===== src/rtl/x_src_pkg.sv =====
// x_src_pkg: shared state encoding and counter width for the x stream source
package x_src_pkg;
  typedef enum logic [1:0] {LOAD, PRIME, SEND} x_src_state_t;
  localparam int VEC_CNT_W = 8;
endpackage


===== src/rtl/x_src_buffer.sv =====
// x_src_buffer: 1-write/1-read sample RAM with registered, enabled read port
module x_src_buffer
  import x_src_pkg::*;
#(
  parameter int WIDTH = 16,
  parameter int DEPTH = 8,
  parameter int AW    = 3
) (
  input  logic             clk,
  input  logic             wr_en,
  input  logic [AW-1:0]    wr_addr,
  input  logic [WIDTH-1:0] wr_data,
  input  logic             rd_en,
  input  logic [AW-1:0]    rd_addr,
  output logic [WIDTH-1:0] rd_data
);
  logic [WIDTH-1:0] mem [DEPTH];
  // write port and read port; read data holds when rd_en is low so it doubles as the prefetch slot
  always_ff @(posedge clk) begin
    if (wr_en) mem[wr_addr] <= wr_data;
    if (rd_en) rd_data <= mem[rd_addr];
  end
endmodule


===== src/rtl/x_stream_source.sv =====
// x_stream_source: loads one LENX vector, replays it as a valid/ready stream (replay option: X_SRC_REPLAY_EN)
module x_stream_source
  import x_src_pkg::*;
#(
  parameter int WIDTH = 16,
  parameter int LENX  = 8,
  parameter int ADDRX = 3
) (
  input  logic                 clk,
  input  logic                 reset,
  input  logic [WIDTH-1:0]     s_data_ld,
  input  logic                 s_valid_ld,
  output logic                 s_ready_ld,
  output logic [WIDTH-1:0]     m_data_out_x,
  output logic                 m_valid_x,
  input  logic                 m_ready_x,
  input  logic                 replay,
  output logic                 vec_done,
  output logic [VEC_CNT_W-1:0] vec_count
);
  localparam logic [ADDRX-1:0] LAST = ADDRX'(LENX - 1);
  logic [1:0] rst_q;
  logic rst_i;
  x_src_state_t state, state_nx;
  logic [ADDRX-1:0] wr_ptr, rd_ptr, out_idx;
  logic [WIDTH-1:0] rd_data;
  logic pf_valid, rd_more, ld_fire, out_fire, out_last, load_out, rd_en, replay_go;
`ifdef X_SRC_REPLAY_EN
  assign replay_go = replay;
`else
  logic unused_replay;
  assign unused_replay = replay;
  assign replay_go = 1'b0;
`endif
  assign rst_i      = rst_q[1];
  assign s_ready_ld = rst_i && state == LOAD;
  assign ld_fire    = s_valid_ld && s_ready_ld;
  assign out_fire   = m_valid_x && m_ready_x;
  assign out_last   = out_fire && out_idx == LAST;
  assign vec_done   = out_last;
  assign load_out   = state == SEND && pf_valid && (!m_valid_x || m_ready_x);
  assign rd_en      = state == PRIME || (load_out && rd_more);
  x_src_buffer #(.WIDTH(WIDTH), .DEPTH(LENX), .AW(ADDRX)) u_buf (
    .clk(clk), .wr_en(ld_fire), .wr_addr(wr_ptr), .wr_data(s_data_ld),
    .rd_en(rd_en), .rd_addr(rd_ptr), .rd_data(rd_data)
  );
  // reset synchronizer: asserts asynchronously, releases on the clock
  always_ff @(posedge clk or negedge reset)
    if (!reset) rst_q <= '0;
    else rst_q <= {rst_q[0], 1'b1};
  // state register
  always_ff @(posedge clk or negedge rst_i)
    if (!rst_i) state <= LOAD;
    else state <= state_nx;
  // next state: fill, prime the read pipe, stream until the last sample leaves
  always_comb begin
    state_nx = state;
    if (state == LOAD && ld_fire && wr_ptr == LAST) state_nx = PRIME;
    else if (state == PRIME) state_nx = SEND;
    else if (out_last) state_nx = replay_go ? PRIME : LOAD;
  end
  // pointers, prefetch flag, output register and vector counter
  always_ff @(posedge clk or negedge rst_i)
    if (!rst_i) begin
      wr_ptr       <= '0;
      rd_ptr       <= '0;
      out_idx      <= '0;
      rd_more      <= 1'b0;
      pf_valid     <= 1'b0;
      m_valid_x    <= 1'b0;
      m_data_out_x <= '0;
      vec_count    <= '0;
    end else begin
      if (ld_fire) wr_ptr <= wr_ptr == LAST ? '0 : wr_ptr + 1'b1;
      if (rd_en) rd_ptr <= rd_ptr == LAST ? '0 : rd_ptr + 1'b1;
      rd_more  <= state == PRIME ? 1'b1 : (rd_en && rd_ptr == LAST) ? 1'b0 : rd_more;
      pf_valid <= rd_en ? 1'b1 : load_out ? 1'b0 : pf_valid;
      if (load_out) m_data_out_x <= rd_data;
      m_valid_x <= load_out ? 1'b1 : out_fire ? 1'b0 : m_valid_x;
      if (out_fire) out_idx <= out_idx == LAST ? '0 : out_idx + 1'b1;
      if (out_last) vec_count <= vec_count + 1'b1;
    end
endmodule

===== config.mk =====
export PLATFORM = sky130hd
export DESIGN_NAME = x_stream_source
export DESIGN_NICKNAME = d
export VERILOG_FILES = /design/src/rtl/x_src_pkg.sv /design/src/rtl/x_src_buffer.sv /design/src/rtl/x_stream_source.sv
export SDC_FILE = /design/constraint.sdc
export NUM_CORES = 1
export LEC_CHECK = 0
export ABC_CLOCK_PERIOD_IN_PS = 2900
export CELL_PAD_IN_SITES_DETAIL_PLACEMENT = 0
export CELL_PAD_IN_SITES_GLOBAL_PLACEMENT = 2
export CORE_MARGIN = 4
export CORE_UTILIZATION = 39
export CTS_CLUSTER_SIZE = 24
export DETAILED_ROUTE_END_ITERATION = 7
export PLACE_DENSITY_LB_ADDON = 0.25
export SETUP_SLACK_MARGIN = 0.1
export SLEW_MARGIN = 10
export SYNTH_ARGS = -nofsm -noshare
export SYNTH_HDL_FRONTEND = slang
export SYNTH_SLANG_ARGS = --single-unit

===== constraint.sdc =====
create_clock -name clk -period 2.9 [get_ports clk]
set_input_delay 0.58 -clock clk [delete_from_list [all_inputs] [get_ports clk]]
set_output_delay 0.58 -clock clk [all_outputs]
set_load 0.01 [all_outputs]

==> impl_metrics.py <==
metrics = {
    "timing": {
        "max_slew_margin": 0.4595,
        "rsz0062_at_grt": "false",
        "period_share": 0.8848,
        "setup_tns_ns": 0,
        "clock.fmax_mhz": 389.7,
        "worst_pin_slew_ns": 0.8107,
        "hold_violations": 0,
        "finalClockSkew_ns": 0.008863,
        "slew_viol_final": 0,
        "finalSetupViolCount": 0,
        "period_minus_slack_ns": 2.566,
    },
    "critical_path": {
        "crit_path_max_fanout": 6,
        "r2r_start": "rst_q[1]",
        "arrival_ns": 1.99,
        "max_stage_delay_ns": 0.58,
        "path_common_cell": "ha_1",
        "r2r_slack_ns": 0.80,
        "crit_type": "flop to output pin",
        "critical_path_required_ns": 2.32,
        "crit_chain": "ha_1 > ha_1 > nand3_1 > inv_1 > clkdlybuf4s50_1",
        "cp-startpoint": "out_idx[0]",
        "end_kind": "output pin",
        "startpoint_type": "flop",
        "slowest_stage": "clkdlybuf4s50_1",
    },
    "die": {
        "die_y_um": 143.1,
        "core.rowCount": 49,
        "dieArea_mm2": 0.02048,
        "die_w_um": 143.1,
        "boundaryPins": 48,
        "core_area_mm2": 0.01796,
        "initial_utilization": 0.3963,
    },
    "placed_design": {
        "place_congestion": 0.7001,
        "place_hpwl_um": 7968,
        "numPortBuffers": 46,
    },
    "pwr": {
        "peakVddDrop_mv": 0.3985,
        "p_leak_nw": 2.938,
        "power_mw": 5.083,
        "pwr_density_cell_mw_per_mm2": 596.4,
    },
    "grt": {
        "grt_use_total": 0.1355,
        "grt_max_degree": 36,
        "antenna_found_initial": 0,
        "overflow": 0,
        "grt_pass1_vias": 3412,
        "grt_pass1_wl_um": 20200,
    },
    "logic_synthesis": {
        "syn_inst": 336,
        "synth.area.mux_share": 0.1793,
        "synth-xor-area-share": 0.008613,
        "yosysSeqAreaShare": 0.7481,
        "syn_nets": 364,
        "syn_area_per_cell_um2": 21.18,
        "synth.distinct_cells": 31,
        "synth_top_family_by_area": "multiplexers",
        "syn-cell-area_mm2": 0.007118,
        "ys_ff_latch": 184,
        "synthSimpleGateAreaFrac": 0.02988,
        "synth_fa_ha_area_frac": 0.01230,
        "synth_compound_area_frac": 0.006504,
        "yosys_warnings": 0,
    },
    "detailed_routing": {
        "drtPass1Iterations": 4,
        "drc": 0,
        "wirelength_um": 12950,
        "wl_per_cell_um": 19.83,
        "ant_nets": 0,
        "routed_via_density": 5.077,
        "drt_iter0_drc": 191,
        "vias": 3315,
    },
    "layout": {
        "seq_area_mm2": 0.005326,
        "num-nets-final": 439,
        "drive_above_1_share": 0.2170,
        "num_antenna_cells": 0,
        "multiInputGateArea_mm2": 0.001698,
        "post-route-util": 0.4745,
        "n_fill_cell": 1499,
        "syn_to_final_growth_pct": 19.74,
    },
    "clock_network": {
        "clock_path_buffers": 2,
        "clk_pin_slew_ns": 0.07,
        "postCtsSetupBuffers": 0,
        "clock_latency_ns": 0.42,
        "cts-buffers-inserted": 17,
        "cts.htree.levels": 4,
        "postCtsHoldBufs": 0,
        "cts_sinks": 184,
        "ctsResizeCount": 0,
        "cts_tree": "built",
        "root_buffer": "clkbuf_16",
    },
    "status": {
        "outcome": "completed",
    },
    "flow_run": {
        "maxCapViolCount": 0,
    },
    "min_path": {
        "hold_path.class": "flop to async pin",
    },
}
registers in the layout, indices dropped and copies added, names as in the netlist, 2 cells and up:
name           count
vec_count          8
out_idx            3
u_buf.mem        128
rd_ptr             3
rst_q              2
wr_ptr             3
m_data_out_x      16
u_buf.rd_data     16
state              2
path summary, 6_finish.rpt:
kind,endpoint,depth (start not counted)
max,vec_done,5
min,m_data_out_x[7],0
max reg2reg,u_buf.mem[1][4],5
min reg2reg,m_data_out_x[7],0
max in group asynchronous,m_data_out_x[2],1
min in group clk,rst_q[1],0
synthesized netlist by cell type:
| master | n | area [um2] |
|---|---|---|
| nand4_1 | 3 | 18.77 |
| dfrtp_1 | 40 | 1001 |
| nand3_1 | 3 | 15.01 |
| o21ai_0 | 2 | 10.01 |
| a21oi_1 | 1 | 5.000 |
| mux4_1 | 31 | 814.5 |
| nor2b_1 | 2 | 12.51 |
| mux4_2 | 1 | 22.52 |
| and3_1 | 1 | 6.260 |
| a21o_1 | 2 | 15.01 |
| xnor2_1 | 4 | 35.03 |
| mux2_1 | 4 | 45.04 |
| conb_1 | 1 | 3.750 |
| buf_4 | 1 | 7.510 |
| nand2b_1 | 4 | 25.02 |
| and2_1 | 2 | 12.51 |
| nor4bb_1 | 1 | 10.01 |
| nor3_1 | 5 | 25.02 |
| nand3b_1 | 1 | 7.510 |
| ha_1 | 7 | 87.58 |
| nand2_1 | 9 | 33.78 |
| and3b_1 | 1 | 8.760 |
| clkbuf_1 | 7 | 26.28 |
| mux2_2 | 35 | 394.1 |
| xor2_1 | 3 | 26.28 |
| inv_1 | 4 | 15.01 |
| edfxtp_1 | 144 | 4324 |
| nor2_1 | 10 | 37.54 |
| a31oi_1 | 1 | 6.260 |
| a32o_1 | 1 | 10.01 |
| buf_6 | 5 | 56.30 |
report_power, final:
group          total, mW  switching, mW  internal [mW]  leakage, nW
clock network       2.17          0.956           1.21        0.264
logic             0.0615         0.0334         0.0281        0.924
registers           2.85        0.00732           2.85         1.75
per-stage QoR:
| stage | cell area [um2] | setup slack, ns | cells | hold WS [ns] |
|---|---|---|---|---|
| 6_report | 8523 | 0.3340 | 653 | 0.1971 |
| 5_1_grt | 8523 | 0.1891 | 653 | 0.2285 |
| 4_1_cts | 8523 | 0.2941 | 653 | 0.2093 |
| 3_5_place_dp | 7959 | 0.3797 | 621 | 0.1991 |
| 3_3_place_gp | 7959 | 0.3932 | 621 | 0.1992 |
| 2_1_floorplan | 7129 | 0.2799 | 336 | 0.2844 |
layer usage:
metal  wire (um)  up-vias  GRT usage  part of all wire
li1            -     1508          -                 -
met1        5871     1728     0.1805              0.45
met2        6414       65     0.2176              0.50
met3         463       14    0.03382             0.036
met4         199        0    0.04852             0.015
met5           0        -          0                 0
critical path, delay by kind of cell (launching register included):
kind,cells,cell delay (ns)
fa+ha+maj,2,0.32
simple gates,1,0.10
buf+inv,2,0.77
flops,1,0.38
kinds of logic (layout without fill, tap and decap cells):
kind of cell / after synthesis / count (layout)
adders and majority gates: 7 / 7
muxes: 71 / 71
xor gates and xnor gates: 7 / 7
and+or+nand+nor: 42 / 42
DFF: 184 / 184
AOI/OAI and AO/OA: 7 / 7
other: 1 / 1
buffers and inverters: 17 / 105
final cells by class:
| class | instances | share of cell area |
|---|---|---|
| inverter | 4 | 0.001762 |
| timing repair buffer | 69 | 0.07428 |
| clock inverter | 13 | 0.01424 |
| tap | 229 | 0.03362 |
| multi-input combinational | 135 | 0.1992 |
| sequential | 184 | 0.6249 |
| clock buffer | 19 | 0.05197 |
placed cells by master (no fill, tap or decap), drive strengths merged, types with 2 or more instances in the layout:
cell type	instances
clkdlybuf4s50	46
clkinv	5
xor2	3
nor2	10
a21o	2
ha	7
nand3	3
buf	23
nor3	5
clkbuf	19
nand2b	4
inv	7
nand2	9
edfxtp	144
xnor2	4
nand4	3
nor2b	2
mux2	39
clkinvlp	4
and2	2
o21ai	2
dfrtp	40
mux4	32
Power figures use the tool's default switching activity.
==> RTL edit 1: new RTL, same settings <==
Encoding of `x_src_state_t`: now one-hot (3 bits for 3 states).
--- a/src/rtl/x_src_pkg.sv
+++ b/src/rtl/x_src_pkg.sv
@@ -2,3 +2,3 @@
 package x_src_pkg;
-  typedef enum logic [1:0] {LOAD, PRIME, SEND} x_src_state_t;
+  typedef enum logic [2:0] {LOAD = 3'b001, PRIME = 3'b010, SEND = 3'b100} x_src_state_t;
   localparam int VEC_CNT_W = 8;
Behaviour: same outputs for any inputs over 10 cycles, from zero or initial values and one cycle with reset low; not proved beyond that.
==> RTL edit 1 against the original RTL <==
Final area is essentially flat. Total power grew 1.4%. Sequential cell count grew 1. Synthesized area grew 0.56%. Clock skew grew 0.0011 ns. Sequential share of layout area grew 0.25 points. Non-clock buffer count shrank 10. Routed wire length shrank 4.7%. Register-to-register slack gained 0.04 ns. Synthesized cell count shrank 0.60%. Largest cell class unchanged. Global-route usage shrank 0.91 points. Critical endpoint unchanged. Setup slack lost 0.021 ns. Critical path type unchanged. Core utilization shrank 0.12 points.
==> RTL edit 1: results (changes against the original RTL) <==
[global_route]
grt_pass1_wl_um = 18800  ; -7.1%
grt_pass1_vias = 3301  ; -3.3%

[min_path]
hold_path.class = in2async

[logic_synthesis]
ys_seq_area_frac = 0.748  ; about the same
synth_fp_nets = 362  ; -0.55%
synthTopCellsByArea = edfxtp_1 (60%), dfrtp_1 (14%), mux4_1 (11%)
postSynthCellCount = 334  ; -0.60%
netlist-cell-type-count = 33  ; +6.5%
synth-async-reset-ratio = 0.222  ; +0.00423

[power]
powerDensity_nw_per_um2 = 604  ; +1.3%
power.leakage_nw = 3.07  ; +4.4%
vdd_ir_drop_max_mv = 0.380  ; -4.8%

[layout]
final_nets = 429  ; -2.3%
instances_no_fill = 643  ; -1.5%

[placement]
hpwl_um = 7390  ; -7.2%
dp_slack_ns = 0.321  ; -0.0588 ns
place_area_um2 = 7950  ; about the same
gp_congestion = 0.701  ; about the same
dp_cells = 611  ; -1.6%

[routing]
wl_per_cell_um = 19.2  ; -3.2%
dr.pass1.iters = 5  ; +1
drt_iter0_drc = 97  ; -49%

[sta]
clock_skew_ns = 0.00993  ; +0.00106 ns
tightest_slew_ns = 0.752  ; -0.0587 ns

[run_status]
status = finished, final reports clean

RTL edit 1: cell families (layout without fill, tap and decap cells):
kind of cell / after synthesis / count (layout) / share of synthesized area
muxes: 72 / 72 / 0.179
DFF: 185 / 185 / 0.748
buffers and inverters: 12 / 92 / 0.0124
xor gates and xnor gates: 7 / 7 / 0.00857
other: 1 / 1 / 0.000524
AOI/OAI and AO/OA: 8 / 8 / 0.00839
adders and majority gates: 7 / 7 / 0.0122
and+or+nand+nor: 42 / 42 / 0.0315
RTL edit 1: layer usage:
metal	routed length, um	track usage
met1	5400	0.156
met2	6390	0.215
met3	395	0.0316
met4	160	0.0505
met5	0	0
RTL edit 1: layout make-up:
type | count | area (um2)
clock inverter | 12 | 140
tap | 229 | 287
multi-input combinational | 137 | 1750
inverter | 1 | 3.75
clock buffer | 20 | 437
timing repair buffer | 59 | 558
fill | 1532 | 9490
sequential | 185 | 5350
RTL edit 1: where the power goes:
group          total (mW)  switching [mW]  internal (mW)
Sequential           2.86        0.000522           2.86
Clock                2.24           0.959           1.28
Combinational      0.0588          0.0349         0.0239
RTL edit 1: path summary, 6_finish.rpt:
check | end | from | cells after the start | slack [ns]
worst max-delay path | vec_done | out_idx[0] | 5 | 0.31
worst min-delay path | rst_q[1] | reset | 1 | 0.31
worst max register to register | u_buf.rd_data[5] | rd_ptr[0] | 3 | 0.84
worst min register to register | wr_ptr[0] | rst_q[1] | 1 | 0.34
max in group asynchronous | m_data_out_x[15] | rst_q[1] | 1 | 2.21
min in group clk | rst_q[1] | rst_q[0] | 0 | 0.35
RTL edit 1: critical path, stage by stage (launching register included):
cell             delay [ns]
dfrtp_1                0.37
ha_1                   0.15
ha_1                   0.16
nand3_1                0.10
inv_1                  0.22
clkdlybuf4s50_1        0.59
==> RTL edit 2: new RTL, config.mk and constraints unchanged <==
Made on the original files. Change the parameter `ADDRX` from 3 to 2.
--- a/src/rtl/x_stream_source.sv
+++ b/src/rtl/x_stream_source.sv
@@ -6,3 +6,3 @@
   parameter int LENX  = 8,
-  parameter int ADDRX = 3
+  parameter int ADDRX = 2
 ) (
Function: changed (Yosys sat finds a counterexample within 10 cycles, from zero or initial values and one cycle with reset low).
==> RTL edit 2 against the original RTL <==
Sequential cell count is 67 lower. Total power is 0.81% lower. Synthesized area is 38% lower. Fmax is 3.6% higher. Final area is 34% lower. Global-route usage is 0.95 points lower. Setup slack better by 0.088 ns. First-iteration DRC count is 62% lower. Largest cell class unchanged. Sequential power is 27% lower. Critical path depth is 1 lower. Sequential share of layout area is 3.6 points lower. Core utilization is 4.3 points higher. Critical path type is now in2out. Routed wire length is 42% lower.
==> RTL edit 2: results (changes against the original RTL) <==
[worst_setup_path]
r2r_end = u_buf.rd_data[11]
worst_ep_arrival_time_ns = 1.90  ; -0.09 ns
reg2reg_slack_ns = 1.10  ; +0.30 ns
r2r-start = state[0]
ff2ff_path_depth = 3  ; -2
critical_path_peak_fanout = 6  ; unchanged

[routing]
route.met2.wl_um = 3760  ; -41%
wirelength_um = 7490  ; -42%
wl_met1_um = 3330  ; -43%
routed-wl-met3_um = 286  ; -38%
num_vias = 2101  ; -37%
drt_iter0_drc = 73  ; -62%

[cts]
clk_latency_ns = 0.40  ; -0.02 ns
clkTransAtPathRegs_ns = 0.05  ; -0.02 ns

[placement]
dp_cells = 407  ; -34%
hpwl_um = 4390  ; -45%
gp_congestion = 0.702  ; +0.30%

[layout]
final_nets = 314  ; -28%
final_layout_size_suffix_gt1_frac = 0.254  ; +0.0372
fillers = 913  ; -39%

[global_route]
gr-usage-met2 = 0.208  ; -0.00996
grt_pass1_vias = 2308  ; -32%
groute.usage.overall = 0.126  ; -0.00951
grt_use_met1 = 0.156  ; -0.0247

[logic_synthesis]
netlist-cell-type-count = 32  ; +3.2%
synth_fp_nets = 247  ; -32%
synth_common_cells = edfxtp_1 (80), dfrtp_1 (37), mux4_2 (16)
syn_area_um2 = 4400  ; -38%
ys_seq_area_frac = 0.757  ; +0.00886
synth-edff-count = 80  ; -44%
synth-async-reset-ratio = 0.316  ; +0.0988

[sta]
clock_skew_ns = 0.00685  ; -0.00201 ns
timing.slew.headroom = 0.444  ; -0.0159

[run_status]
status = finished, final reports clean

[power]
power.leakage_nw = 2.08  ; -29%

==> RTL edit 2: cell types whose count changed after synthesis, moves of 9 or more <==
cell      delta
edfxtp_1    -64
mux2_2      -25
mux2_4       +9
mux4_1      -31
mux4_2      +15
==> RTL edit 2: cell type report <==
class	count	area share
clock buffers	24	0.0869
clock inverters	8	0.0219
inverters	5	0.00332
multi-input cells	91	0.176
flip-flops and latches	117	0.588
well taps	140	0.0310
repair buffers	54	0.0920
==> RTL edit 2: through the flow <==
step                instance area (um2)  hold WS (ns)  setup WS [ns]   util
finish                             5660         0.343          0.422  0.517
global route                       5660         0.337          0.331  0.517
CTS                                5660         0.331          0.403  0.517
detailed placement                 5040         0.337          0.408  0.461
global placement                   5040         0.341          0.389  0.461
floorplan                          4400         0.284          0.365      -
==> RTL edit 2: kinds of logic (layout without fill, tap and decap cells) <==
family | after synthesis | in the layout | share of synthesized area
DFF | 117 | 117 | 0.757
other | 1 | 1 | 0.000853
AOI/OAI and AO/OA | 8 | 8 | 0.0114
and+or+nand+nor | 33 | 33 | 0.0424
adders and majority gates | 7 | 7 | 0.0199
buffers and inverters | 11 | 91 | 0.0162
muxes | 35 | 35 | 0.138
xor gates and xnor gates | 7 | 7 | 0.0139
==> RTL edit 2: worst max path at each step <==
stage	end	startpoint	cells past startpoint	slack, ns
floorplan	u_buf.mem[3][0]	rst_q[1]	2	0.37
global placement	vec_done	m_ready_x	4	0.39
detailed placement	vec_done	m_ready_x	4	0.41
CTS	vec_done	m_ready_x	4	0.40
global route	s_ready_ld	state[1]	2	0.33
finish	vec_done	m_ready_x	4	0.42
==> RTL edit 2: report_power, final <==
part | switching, mW | total, mW | internal (mW)
combinational | 0.306 | 0.821 | 0.515
clock | 0.701 | 2.14 | 1.44
sequential | 0.109 | 2.08 | 1.97
